`config.mk`:
```
export PLATFORM = sky130hd
export DESIGN_NAME = feature_deserializer
export DESIGN_NICKNAME = d
export VERILOG_FILES = /design/src/rtl/feature_deserializer.sv
export SDC_FILE = /design/constraint.sdc
export NUM_CORES = 1
export LEC_CHECK = 0
export ABC_AREA = 1
export CAP_MARGIN = 15
export CORE_AREA = 2 2 128 130
export CTS_CLUSTER_SIZE = 8
export DETAILED_ROUTE_END_ITERATION = 8
export DIE_AREA = 0 0 130 132
export GPL_TIMING_DRIVEN = 0
export PLACE_DENSITY_LB_ADDON = 0.2
export SLEW_MARGIN = 25
export SYNTH_ARGS = -nofsm -noshare
export SYNTH_HDL_FRONTEND = slang
export SYNTH_SLANG_ARGS = --single-unit
export TNS_END_PERCENT = 5
```
`constraint.sdc`:
```
create_clock -name clk -period 2.2 [get_ports clk]
set_input_delay 0.22 -clock clk [delete_from_list [all_inputs] [get_ports clk]]
set_output_delay 0.22 -clock clk [all_outputs]
set_load 0.005 [all_outputs]
```
`src/rtl/feature_deserializer.sv`:
```
// feature_deserializer: collects FEATURES_DEPTH serial signed words into one
// parallel feature vector with valid/ready handshakes on both sides.
// Lane 0 of the vector holds the first word received.

// One assembly-buffer lane: a register that loads the incoming word when
// this lane is addressed.
module feature_lane #(
  parameter int unsigned W = 16
) (
  input  logic         clk,
  input  logic         rst_n,
  input  logic         we,
  input  logic [W-1:0] wdata,
  output logic [W-1:0] q
);
  logic [W-1:0] q_d, q_q;

  // next-state: load on write enable, otherwise hold
  always_comb begin
    q_d = q_q;
    if (we) q_d = wdata;
  end

  // lane register
  always_ff @(posedge clk or negedge rst_n) begin
    if (!rst_n) q_q <= '0;
    else        q_q <= q_d;
  end

  assign q = q_q;
endmodule

module feature_deserializer #(
  parameter int unsigned FEATURE_WIDTH  = 16,
  parameter int unsigned FEATURES_DEPTH = 6
) (
  input  logic                                                   clk,
  input  logic                                                   rst_n,
  input  logic                                                   in_valid,
  output logic                                                   in_ready,
  input  logic                                                   in_sof,
  input  logic signed [FEATURE_WIDTH-1:0]                        in_data,
  output logic                                                   out_valid,
  input  logic                                                   out_ready,
  output logic signed [FEATURES_DEPTH-1:0][FEATURE_WIDTH-1:0]    out_features,
  output logic                                                   sync_error
);
  localparam int unsigned CW = $clog2(FEATURES_DEPTH + 1);
  localparam logic [CW-1:0] LAST = CW'(FEATURES_DEPTH - 1);
  localparam logic [CW-1:0] FULL = CW'(FEATURES_DEPTH);

  logic [CW-1:0]                                  cnt_q, cnt_d;
  logic                                           out_valid_q, out_valid_d;
  logic                                           sync_error_q, sync_error_d;
  logic [FEATURES_DEPTH-1:0][FEATURE_WIDTH-1:0]   lane_q;
  logic [FEATURES_DEPTH-1:0][FEATURE_WIDTH-1:0]   out_q, out_d;
  logic [FEATURES_DEPTH-1:0]                      lane_we;
  logic                                           accept, out_free;
  logic                                           load_out, last_from_in;

  // in_ready is a pure decode of registered state so no combinational path
  // exists from out_ready or in_valid.
  assign in_ready = rst_n && (cnt_q < FULL);
  assign accept   = in_valid && in_ready;
  // The holding register can take a new vector if empty or draining now.
  assign out_free = !out_valid_q || out_ready;

  for (genvar g = 0; g < FEATURES_DEPTH; g++) begin : g_lane
    feature_lane #(.W(FEATURE_WIDTH)) u_lane (
      .clk   (clk),
      .rst_n (rst_n),
      .we    (lane_we[g]),
      .wdata (in_data),
      .q     (lane_q[g])
    );
  end

  // lane counter, lane write enables, output load and sync tracking
  always_comb begin
    cnt_d        = cnt_q;
    out_valid_d  = out_valid_q && !out_ready;
    sync_error_d = sync_error_q;
    lane_we      = '0;
    load_out     = 1'b0;
    last_from_in = 1'b0;
    if (cnt_q == FULL) begin
      // stalled full buffer waits for the holding register to free up
      if (out_free) begin
        load_out    = 1'b1;
        out_valid_d = 1'b1;
        cnt_d       = '0;
      end
    end else if (accept) begin
      if (in_sof && (cnt_q != '0)) begin
        // resync: drop the partial vector, this word becomes lane 0
        lane_we[0]   = 1'b1;
        cnt_d        = CW'(1);
        sync_error_d = 1'b1;
      end else if (cnt_q == LAST) begin
        if (out_free) begin
          // last word bypasses the buffer straight into the output
          load_out     = 1'b1;
          last_from_in = 1'b1;
          out_valid_d  = 1'b1;
          cnt_d        = '0;
        end else begin
          lane_we[FEATURES_DEPTH-1] = 1'b1;
          cnt_d                     = FULL;
        end
      end else begin
        for (int i = 0; i < FEATURES_DEPTH - 1; i++)
          if (cnt_q == CW'(i)) lane_we[i] = 1'b1;
        cnt_d = cnt_q + CW'(1);
      end
    end
  end

  // holding-register next value: buffer lanes, last lane optionally from input
  always_comb begin
    out_d = out_q;
    if (load_out) begin
      out_d = lane_q;
      if (last_from_in) out_d[FEATURES_DEPTH-1] = in_data;
    end
  end

  // control and output registers
  always_ff @(posedge clk or negedge rst_n) begin
    if (!rst_n) begin
      cnt_q        <= '0;
      out_valid_q  <= 1'b0;
      sync_error_q <= 1'b0;
      out_q        <= '0;
    end else begin
      cnt_q        <= cnt_d;
      out_valid_q  <= out_valid_d;
      sync_error_q <= sync_error_d;
      out_q        <= out_d;
    end
  end

  assign out_valid    = out_valid_q;
  assign out_features = out_q;
  assign sync_error   = sync_error_q;
endmodule

```
==> reports/results.ini <==
[timing]
timing.final.ws_setup_ps = 122
rsz0062_at_grt = false
finalSetupTns_ps = 0
fin_crit_ps = 2080
worst_slew_margin_rel_pct = 61.4
max_freq_mhz = 481
setup_viol_count_final = 0
fin_hold_ws_ps = -235
worstMarginPinSlew_ps = 580
drv_slew = 0
fin_crit_sh_pct = 94.5
fin_skew_ps = 6.78
hold_viol = 76

[cells_and_area]
nets = 1054
antenna_cells = 0
fin_cells = 1257
drive_above_1_share_pct = 8.74
syn_to_final_growth_pct = 27.5

[die]
die_area_um2 = 17200
io_pins = 120
rows = 46
initial_core_util_pct = 51.0
die_width_um = 130
core_area_um2 = 15700
die_h_um = 132

[route]
drt_iter0_drc = 562
vias = 6546
ant_nets = 0
wl_per_cell_um = 15.9
viasPerCell = 5.21
drc_errors = 0
dr.pass1.iters = 5
finalWirelength_mm = 20.0

[yosys]
synthesis.area_um2 = 8020
ys_seq_area_share_pct = 61.5
avgSynthCellArea_um2 = 9.03
netlist_top_cells_area = dfrtp_1, nand2_1, nand3_1
synth_area_leader_cell = dfrtp_1
syn_nets = 914
synth_seq_cells = 197
synth_top_area_share_pct = 61.5
ys_types = 22
ys_warn_count = 0
synth_cells = 888

[global_route]
grt_max_degree = 80
grt_use_met3_pct = 4.18
met2_usage_pct = 35.8
grt.overflow.total = 0
top_usage_layer = met1
grt_usage_pct = 24.3
grtUsageMet1_pct = 36.3
grt_pass1_wl_mm = 32.1
antenna_found_initial = 0
first_global_vias = 6265

[pwr]
power_density_nw_per_um2 = 1280
max-vdd-ir-drop_mv = 0.604
p_leak_uw = 0.00526
p_total_uw = 13100

[clock_network]
cts_tree = yes
clk_pin_slew_worst_paths_ps = 70
post_cts_buffers = 0
cts_sinks = 197
cts_max_level = 4
clock_path_buffers = 2
clkLatencyLatePin_ps = 430
numCtsBuffers = 17
root_buffer = clkbuf_16

[placement]
detailed_place_hpwl_mm = 13.7
pre_cts_ws_ps = -57.8
placed_cells = 1225
io_buffers = 119
routabilityCongestion = 0.870

[critical_path]
cp_common_cell = nand2_1
critPathCaptureType = flip-flop
worstPathArrival_ps = 2450
critPathKind = flip-flop to flip-flop
slowest_delay_ps = 410
worstPathRequired_ps = 2580
start_kind = flip-flop
cp_max_fo = 10
worstPathCellList = inv_1, ha_1, nand2_1, inv_2, nand2_2, clkbuf_2, buf_2, nand3_1, nand2_1
crit_slowest_cell = dfrtp_1
path_delay_family = buffers and inverters
cp_num_buf_inv = 4

[min_path]
hp-class = input pin to async pin

[flow_run]
maxCapViolations = 0

[outcome]
status = complete, but fails checks
violations = hold timing

-- cell families after synthesis --
kind of cell	count (synthesis)	synth area share (%)
compound gates	83	5.32
flops	197	61.5
buf+inv	81	5.17
fa+ha+maj	5	0.780
simple gates	522	27.2
-- Yosys cell counts --
cell type  instances
nand2_1          371
dfrtp_1          197
nand3_1          134
o21ai_0           65
buf_2             28
inv_1             23
o21ai_1           17
clkbuf_1          10
buf_6              9
ha_1               5
inv_2              5
nand2_2            5
nor2_1             5
buf_1              4
buf_4              2
nor2_2             2
a21oi_4            1
and2_1             1
nand3_2            1
nor2_8             1
nor3_1             1
nor3_4             1
-- power breakdown --
part	internal, µW	switching, µW
Sequential	5020	837
Clock	2110	1360
Combinational	2030	1760
-- layout make-up --
type                            instances  area, µm²
Inverter                               28        105
Fill cell                            1301       5490
Clock buffer                           20        467
Multi-Input combinational cell        610       2680
Timing Repair Buffer                  121       1250
Buffer                                 53        315
Clock inverter                         12        200
Sequential cell                       197       4930
Tap cell                              216        270
-- placed cells by master, fill, tap and decap left out, drive strengths merged, types with 3 or more instances in the layout --
cell	netlist	routed
buf	43	44
bufinv	0	5
clkbuf	10	32
clkdlybuf4s50	0	118
clkinv	0	4
clkinvlp	0	3
dfrtp	197	197
ha	5	5
inv	28	28
nand2	376	376
nand3	135	135
nor2	8	8
o21ai	82	82
-- through the flow --
stage | util (%) | cell area (µm²)
after floorplan | - | 8020
final | 65.1 | 10200
after detailed placement | 60.7 | 9540
after global routing | 65.1 | 10200
after CTS | 65.0 | 10200
after global placement | 60.3 | 9480
-- registers in the layout, summed over array words and instances, names as in the netlist --
register / flops
sync_error: 1
out_features: 96
out_valid: 1
g_lane.u_lane.q: 96
cnt_q: 3
-- layer usage --
layer | up-vias | part of all wire, %
li1 | 3132 | -
met1 | 3159 | 47
met2 | 213 | 45
met3 | 42 | 5.5
met4 | 0 | 2.8
met5 | - | 0
-- worst paths after layout --
kind	from	slack [ps]	cells after the start	endpoint
setup / recovery	cnt_q[0]	120	9	out_features[45]
hold / removal	rst_n	-240	1	out_valid
setup reg to reg	cnt_q[0]	120	9	out_features[45]
hold reg to reg	g_lane[1].u_lane.q[15]	470	2	out_features[31]
max in group asynchronous	rst_n	1400	3	g_lane[0].u_lane.q[8]
min in group clk	in_data[9]	400	3	g_lane[2].u_lane.q[9]
-- repair_timing --
item                                    CTS  global route
pin swaps                                 0             1
gates resized for setup                   1             4
endpoints found under the setup margin   33            82
endpoints found under the hold margin    76            76
gates cloned                              0             0
Note: power is estimated with default switching activity, not from simulation.
